[config.mk]
export PLATFORM = sky130hd
export DESIGN_NAME = act_dma
export DESIGN_NICKNAME = d
export VERILOG_FILES = /design/src/rtl/act_dma.sv
export SDC_FILE = /design/constraint.sdc
export NUM_CORES = 1
export LEC_CHECK = 0
export ABC_CLOCK_PERIOD_IN_PS = 4900
export CAP_MARGIN = 10
export CORE_MARGIN = 3
export CORE_UTILIZATION = 51
export CTS_CLUSTER_DIAMETER = 200
export DETAILED_ROUTE_END_ITERATION = 8
export PLACE_DENSITY_LB_ADDON = 0.05
export SETUP_SLACK_MARGIN = 0.4
export SLEW_MARGIN = 20
export SYNTH_ARGS = -nofsm -noshare
export SYNTH_HDL_FRONTEND = slang
export SYNTH_SLANG_ARGS = --single-unit
[constraint.sdc]
create_clock -name clk -period 4.9 [get_ports clk]
set_clock_uncertainty 0.1 [all_clocks]
set_input_delay 1.225 -clock clk [delete_from_list [all_inputs] [get_ports clk]]
set_output_delay 1.225 -clock clk [all_outputs]
set_load 0.05 [all_outputs]
[src/rtl/act_dma.sv]
// act_dma: read DMA that splits a transfer into 4 KB-safe AXI4 INCR bursts into act_buffer.
// Optional stall timeout is compiled in with ACT_DMA_TIMEOUT_EN.
module act_dma #(
  parameter int DATA_WIDTH     = 64,
  parameter int ADDR_WIDTH     = 32,
  parameter int ID_WIDTH       = 4,
  parameter int DMA_ID         = 1,
  parameter int MAX_BURST      = 16,
  parameter int BUF_ADDR_WIDTH = 10,
  parameter int TIMEOUT_CYCLES = 2048
) (
  input  logic                      clk,
  input  logic                      rst_n,
  input  logic                      start,
  input  logic [ADDR_WIDTH-1:0]     src_addr,
  input  logic [15:0]               xfer_beats,
  output logic                      busy,
  output logic                      done,
  output logic                      error,
  output logic [ID_WIDTH-1:0]       m_arid,
  output logic [ADDR_WIDTH-1:0]     m_araddr,
  output logic [7:0]                m_arlen,
  output logic [2:0]                m_arsize,
  output logic [1:0]                m_arburst,
  output logic                      m_arvalid,
  input  logic                      m_arready,
  input  logic [ID_WIDTH-1:0]       m_rid,
  input  logic [DATA_WIDTH-1:0]     m_rdata,
  input  logic [1:0]                m_rresp,
  input  logic                      m_rlast,
  input  logic                      m_rvalid,
  output logic                      m_rready,
  output logic                      buf_we,
  output logic [BUF_ADDR_WIDTH-1:0] buf_waddr,
  output logic [DATA_WIDTH-1:0]     buf_wdata
);

  localparam int BYTES = DATA_WIDTH / 8;
  localparam int SZ = $clog2(BYTES);
  localparam logic [ADDR_WIDTH-1:0] AMASK = ~ADDR_WIDTH'(BYTES - 1);

  typedef enum logic [1:0] {IDLE, ADDR, DATA} state_t;

  state_t                    state;
  logic [ADDR_WIDTH-1:0]     addr;
  logic [15:0]               remaining;
  logic [8:0]                burst_beats;
  logic [8:0]                beat_cnt;
  logic [BUF_ADDR_WIDTH-1:0] wptr;

  logic [ADDR_WIDTH-1:0] start_addr;
  logic [8:0]            start_len;
  logic [8:0]            next_len;
  logic                  ar_hs;
  logic                  r_hs;
  logic                  last_beat;
  logic                  unused_rid;

  // Beats for one burst: limited by what is left, MAX_BURST and the 4 KB page.
  function automatic logic [8:0] burst_of(
    input logic [ADDR_WIDTH-1:0] a,
    input logic [15:0]           rem
  );
    logic [12:0] room;
    logic [16:0] n;
    room = (13'd4096 - {1'b0, a[11:0]}) >> SZ;
    n = {1'b0, rem};
    if (n > 17'(MAX_BURST)) n = 17'(MAX_BURST);
    if (n > {4'b0, room}) n = {4'b0, room};
    return n[8:0];
  endfunction

  assign start_addr = src_addr & AMASK;
  assign start_len  = burst_of(start_addr, xfer_beats);
  assign next_len   = burst_of(addr, remaining);
  assign ar_hs      = m_arvalid & m_arready;
  assign r_hs       = m_rvalid & m_rready;
  assign last_beat  = (beat_cnt + 9'd1) == burst_beats;
  assign m_arsize   = 3'(SZ);
  assign m_arburst  = 2'b01;
  assign unused_rid = ^m_rid;

`ifdef ACT_DMA_TIMEOUT_EN
  localparam int SW = $clog2(TIMEOUT_CYCLES + 1);
  logic [SW-1:0] stall;
`else
  localparam int unused_timeout = TIMEOUT_CYCLES;
`endif

  always_ff @(posedge clk or negedge rst_n) begin
    if (!rst_n) begin
      state       <= IDLE;
      addr        <= '0;
      remaining   <= '0;
      burst_beats <= '0;
      beat_cnt    <= '0;
      wptr        <= '0;
      busy        <= 1'b0;
      done        <= 1'b0;
      error       <= 1'b0;
      m_arid      <= '0;
      m_araddr    <= '0;
      m_arlen     <= '0;
      m_arvalid   <= 1'b0;
      m_rready    <= 1'b0;
      buf_we      <= 1'b0;
      buf_waddr   <= '0;
      buf_wdata   <= '0;
`ifdef ACT_DMA_TIMEOUT_EN
      stall       <= '0;
`endif
    end else begin
      done   <= 1'b0;
      buf_we <= 1'b0;
      unique case (state)
        IDLE: begin
          if (start) begin
            error     <= 1'b0;
            buf_waddr <= '0;
            wptr      <= '0;
            remaining <= xfer_beats;
            addr      <= start_addr;
            if (xfer_beats == 16'd0) begin
              done <= 1'b1;
            end else begin
              state       <= ADDR;
              busy        <= 1'b1;
              m_arvalid   <= 1'b1;
              m_arid      <= ID_WIDTH'(DMA_ID);
              m_araddr    <= start_addr;
              m_arlen     <= 8'(start_len - 9'd1);
              burst_beats <= start_len;
            end
          end
        end
        ADDR: begin
          if (ar_hs) begin
            state     <= DATA;
            m_arvalid <= 1'b0;
            m_rready  <= 1'b1;
            beat_cnt  <= '0;
            addr      <= m_araddr + (ADDR_WIDTH'(burst_beats) << SZ);
            remaining <= remaining - 16'(burst_beats);
          end
        end
        DATA: begin
          if (r_hs) begin
            buf_we    <= 1'b1;
            buf_wdata <= m_rdata;
            buf_waddr <= wptr;
            wptr      <= wptr + 1'b1;
            beat_cnt  <= beat_cnt + 9'd1;
            if (m_rresp != 2'b00 || m_rlast != last_beat)
              error <= 1'b1;
            // The beat counter, not m_rlast, closes the burst.
            if (last_beat) begin
              m_rready <= 1'b0;
              if (remaining == 16'd0) begin
                state <= IDLE;
                busy  <= 1'b0;
                done  <= 1'b1;
              end else begin
                state       <= ADDR;
                m_arvalid   <= 1'b1;
                m_araddr    <= addr;
                m_arlen     <= 8'(next_len - 9'd1);
                burst_beats <= next_len;
              end
            end
          end
        end
        default: state <= IDLE;
      endcase
`ifdef ACT_DMA_TIMEOUT_EN
      // A handshake cycle counts as the first stalled cycle after it.
      if (state == IDLE) begin
        stall <= '0;
      end else if (ar_hs || r_hs) begin
        stall <= SW'(1);
      end else if (stall == SW'(TIMEOUT_CYCLES - 1)) begin
        state     <= IDLE;
        busy      <= 1'b0;
        done      <= 1'b1;
        error     <= 1'b1;
        m_arvalid <= 1'b0;
        m_rready  <= 1'b0;
        stall     <= '0;
      end else begin
        stall <= stall + 1'b1;
      end
`endif
    end
  end

endmodule

# After elaboration in Yosys (flattened, before gate mapping)
# Index checks and enable logic that the tools add are counted.
op_classes:
  n_addsub: 8
  n_lt_le_gt_ge: 4
  n_eq_ne: 12
  n_mux: 70
  n_bitwise: 3
  n_reduce_logical: 20
op_table:
  columns: ["op", "count"]
  rows:
  - ["$mux W32", 7]
  - ["$pmux W32 S2", 2]
  - ["$mux W9", 9]
  - ["$mux W16", 4]
  - ["$mux W8", 5]
  - ["$pmux W10 S2", 2]
  - ["$pmux W9 S2", 2]
  - ["$add A32 B12 Y32", 1]
  - ["$gt A16 B10 Y1", 2]
  - ["$gt A16 B5 Y1 const B", 2]
  - ["$logic_not A16 Y1", 2]
  - ["$pmux W16 S2", 1]
  - ["$mux W10", 3]
  - ["$sub A13 B12 Y13 const A", 2]
  - ["$mux W1", 23]
  - ["$ne A2 B2 Y1 const B", 8]
  - ["$pmux W8 S2", 1]
  - ["$sub A16 B9 Y16", 1]
  - ["$sub A8 B1 Y8 const B", 2]
  - ["$reduce_and A3 Y1", 4]
  - ["$reduce_and A6 Y1", 2]
  - ["$add A10 B1 Y10 const B", 1]
  - ["$mux W2", 5]
  - ["$add A9 B1 Y9 const B", 1]
  - ["other kinds (17)", 25]
totals:
  reg_bits: 199
  inputBits: 124
  out_inout_bits: 129
  wordCells: 134

# Logic depth before layout (Yosys ltp)
depth:
  depth_word: 9
  mapped_depth: 18
  depth_no_buf: 17

# Least setup slack after synthesis
# OpenSTA, ideal clock, no wires.
synth_timing:
  path_kind: "input to register"
  startpoint: "input port src_addr[6]"
  endpoint: "register m_arlen[6]"
  setup_ns: 0.137
  t_arrival_ns: 4.363
  required_ns: 4.663
  path_slack_ns: 0.300
  cell_stages: 16
  path_buffers: 0
  path_cell_list: "or3_1 or2_2 nor3_1 nand2_1 xnor2_1 ha_1 and4_1 nand3_1 o221ai_1 a21oi_1 mux2i_1 mux2_4 ha_1 nand4_1 xnor2_1 a21oi_1"
synth_via:
  elab_chain_cells: 7
synth_rtl:
  columns: ["element", "line_no", "rtl"]
  rows:
  - ["start: declaration", "15", "input logic [ADDR_WIDTH-1:0] src_addr,"]
  - ["$sub A13 B12 Y13 *", "66", "room = (13'd4096 - {1'b0, a[11:0]}) >> SZ;"]
  - ["$gt A16 B10 Y1", "69", "if (n > {4'b0, room}) n = {4'b0, room};"]
  - ["$mux W9 *", "69", null]
  - ["$sub A8 B1 Y8 *", "131", "m_arlen <= 8'(start_len - 9'd1);"]
  - ["$mux W8 *", "123", "if (xfer_beats == 16'd0) begin"]
  - ["$mux W8 *", "117", "if (start) begin"]
  - ["$pmux W8 S2 *", "115", "unique case (state)"]
  - ["end signal: assignment", "131", null]
  - ["end signal: assignment", "166", "m_arlen <= 8'(next_len - 9'd1);"]
  - ["end: declaration", "22", "output logic [7:0] m_arlen,"]
# Mark *: on every way between the ends. The rest lies on a longest branch, timed or not. The select of a mux whose other input is x is not followed.
# A chain may end at the register's enable or synchronous reset.

# Worst setup path after layout
layout_timing:
  startpoint: "input port src_addr[4]"
  endpoint: "register m_arlen[5]"
# Same word-level chain as after synthesis.

==> flow_summary.json <==
{
  "ant_nets": 0,
  "final-seq-area_um2": 4980,
  "start_kind": "input port",
  "setup_viol": 0,
  "cts-buffers-inserted": 17,
  "synth_top_area_share_pct": 45.6,
  "io_buffer_count": 237,
  "r2r-end": "m_arlen[5]",
  "reg2reg_from": "addr[3]",
  "synth_edf_count": 0,
  "reg2reg_setup_slack_ns": 0.76,
  "path_class": "in2reg",
  "final_cell_count_no_fill": 1821,
  "drcViolationCount": 0,
  "cts_sinks": 199,
  "max_freq_mhz": 227,
  "overflow": 0,
  "maxCapViolCount": 0,
  "netlist_top_cells_area": "dfrtp_1 (46%), nand2_1 (12%), ha_1 (4.8%)",
  "synth_warnings": 0,
  "die_y_um": 152,
  "io_pins": 253,
  "hold_class": "reg2reg",
  "layout_setup_ws_ns": 0.504,
  "avgSynthCellArea_um2": 8.44,
  "ys_types": 73,
  "dominantRegCellSynth": "dfrtp_1",
  "grt_max_degree": 89,
  "worstMarginPinSlew_ns": 0.985,
  "pre_cts_ws_ns": -0.234,
  "initial_core_util_pct": 53.0,
  "worstPathRequired_ns": 5.16,
  "postCtsHoldBufs": 0,
  "synthTopCellsByCount": "nand2_1 (355), dfrtp_1 (199), nor2_1 (117)",
  "vias": 9993,
  "rows": 52,
  "whs_endpoint": "buf_wdata[23]",
  "wl_um": 31200,
  "rr_worst_depth": 15,
  "multiInputGateArea_um2": 5720,
  "grtUsageTotal_pct": 26.2,
  "yosys.area.top_type": "dfrtp_1",
  "syn_inst": 1294,
  "worst-path-max-fanout": 5,
  "arrival_ns": 4.66,
  "status": "finished, final reports clean",
  "core_um2": 20600,
  "gp_congestion": 0.949,
  "grt_pass1_wl_um": 50100,
  "maxSlewHeadroom_pct": 34.2,
  "antenna_found_initial": 0,
  "diodes": 0,
  "setup_tns_ns": 0,
  "slew_viol_final": 0,
  "syn-cell-area_um2": 10900,
  "viasPerCell": 5.49,
  "rsz0062_at_grt": "false",
  "die_x_um": 152,
  "wl_per_cell_um": 17.1,
  "n_fill_cell": 1667,
  "end_kind": "flop",
  "final.period_utilization_pct": 89.7,
  "clockBufferDepth": 2,
  "period_needed_ns": 4.40,
  "power.density_nw_per_um2": 228,
  "cts_tree": "done",
  "cts_root_buf": "clkbuf_16",
  "post-dp-hpwl_um": 22000,
  "syn2layout_area_growth_pct": 33.5,
  "min_from": "buf_wdata[23]",
  "htree_levels": 4,
  "first_iter_violations": 838,
  "drive_gt1_share_pct": 8.45,
  "holdPathStages": 2,
  "async_flop_share_pct": 100,
  "hold_viol_final": 0,
  "leakage_nw": 6.67,
  "yosysMostFrequentCell": "nand2_1",
  "clock_latency_ns": 0.44,
  "detail_route.first_pass.iterations": 6,
  "dieArea_um2": 23200,
  "vdd_ir_drop_max_mv": 0.218,
  "synth_seq_cells": 199,
  "synth_seq_area_share_pct": 45.6,
  "dp_cells": 1786,
  "grt_pass1_vias": 9434,
  "final_nets": 1706,
  "cts.reportedPaths.clkPinSlew_ns": 0.08
}
==> timing repair <==
item | in CTS | in global routing
endpoints found under the setup margin | 6 | 7
buffers inserted | 0 | 2
gates resized for setup | 6 | 30
gates cloned | 0 | 1
pin swaps | 3 | 12
==> state kept, by name, indices dropped and copies added (netlist names) <==
register / count
wptr: 10
m_rready: 1
beat_cnt: 9
addr: 32
burst_beats: 9
m_araddr: 32
remaining: 16
buf_we: 1
m_arid: 1
m_arlen: 8
busy: 1
error: 1
done: 1
buf_wdata: 64
buf_waddr: 10
m_arvalid: 1
state: 2
==> kinds of logic after synthesis <==
family                     synth area share, %
AOI/OAI and AO/OA                         13.8
xor gates and xnor gates                  5.21
adders and majority gates                 5.18
buffers and inverters                     4.35
DFF                                       45.6
muxes                                    0.985
other                                   0.0688
and+or+nand+nor                           24.8
==> worst max-delay path by stage <==
| stage | start | end | slack [ns] | cells past startpoint |
|---|---|---|---|---|
| after floorplan | src_addr[6] | m_arlen[6] | 0.50 | 16 |
| after global placement | src_addr[6] | m_arlen[6] | -0.12 | 18 |
| after detailed placement | src_addr[7] | m_arlen[6] | -0.23 | 18 |
| after CTS | xfer_beats[14] | m_arlen[5] | 0.41 | 16 |
| after global routing | xfer_beats[5] | m_arlen[4] | 0.36 | 17 |
| final | src_addr[4] | m_arlen[5] | 0.50 | 18 |
==> critical path, cell delays in order <==
cell and delay [ns]:
clkdlybuf4s50_1 0.44, inv_1 0.11, ha_4 0.15, inv_1 0.05, or3_4 0.33, xor2_2 0.18
inv_1 0.06, ha_1 0.19, a211oi_2 0.23, o21ai_0 0.15, nor2_1 0.14, a21oi_2 0.12
clkbuf_16 0.16, or3_1 0.35, o211ai_4 0.13, nand4_4 0.17, mux2_1 0.36, nor2_1 0.11
==> layer usage <==
| layer | track usage, % | vias up | wire [µm] |
|---|---|---|---|
| li1 | - | 4837 | - |
| met1 | 36.8 | 4778 | 13700 |
| met2 | 42.6 | 347 | 14900 |
| met3 | 5.25 | 31 | 2190 |
| met4 | 5.27 | 0 | 359 |
| met5 | 0 | - | 0 |
==> area by class of cell <==
| type | instances | area share, % |
|---|---|---|
| multi-input combinational | 996 | 39.2 |
| clock inverter | 14 | 1.20 |
| tap | 270 | 2.32 |
| sequential | 199 | 34.2 |
| timing repair buffer | 281 | 19.0 |
| inverter | 43 | 1.11 |
| clock buffer | 18 | 2.94 |
==> where the power goes <==
part           internal (mW)  switching, mW
clock                  0.696          0.734
combinational          0.134          0.119
sequential              1.64              0
==> placed cells by master, fill, tap and decap left out, types with 6 or more instances in the layout <==
cell type / count
o21ai_0: 69
nor2b_1: 9
ha_1: 40
o22ai_1: 16
conb_1: 18
a31oi_1: 35
clkbuf_16: 18
nor4_1: 7
mux2i_1: 6
clkdlybuf4s50_1: 231
or3_1: 8
buf_4: 40
and3_1: 17
nor2_1: 116
nand4_1: 14
nand2_1: 354
dfrtp_1: 199
inv_1: 42
xor2_1: 26
o21a_1: 8
xnor2_1: 37
a21oi_1: 60
nand3_1: 21
nor3_1: 23
==> metrics by stage <==
stage	hold WS, ns	utilization, %	instance area [µm²]	power (mW)
after detailed placement	0.361	66.7	13800	1.90
after global routing	0.397	70.7	14600	3.44
after global placement	0.356	66.7	13800	1.90
final	0.373	70.7	14600	3.32
after floorplan	0.348	-	11000	1.74
after CTS	0.380	69.7	14400	3.33
Power figures use the tool's default switching activity.
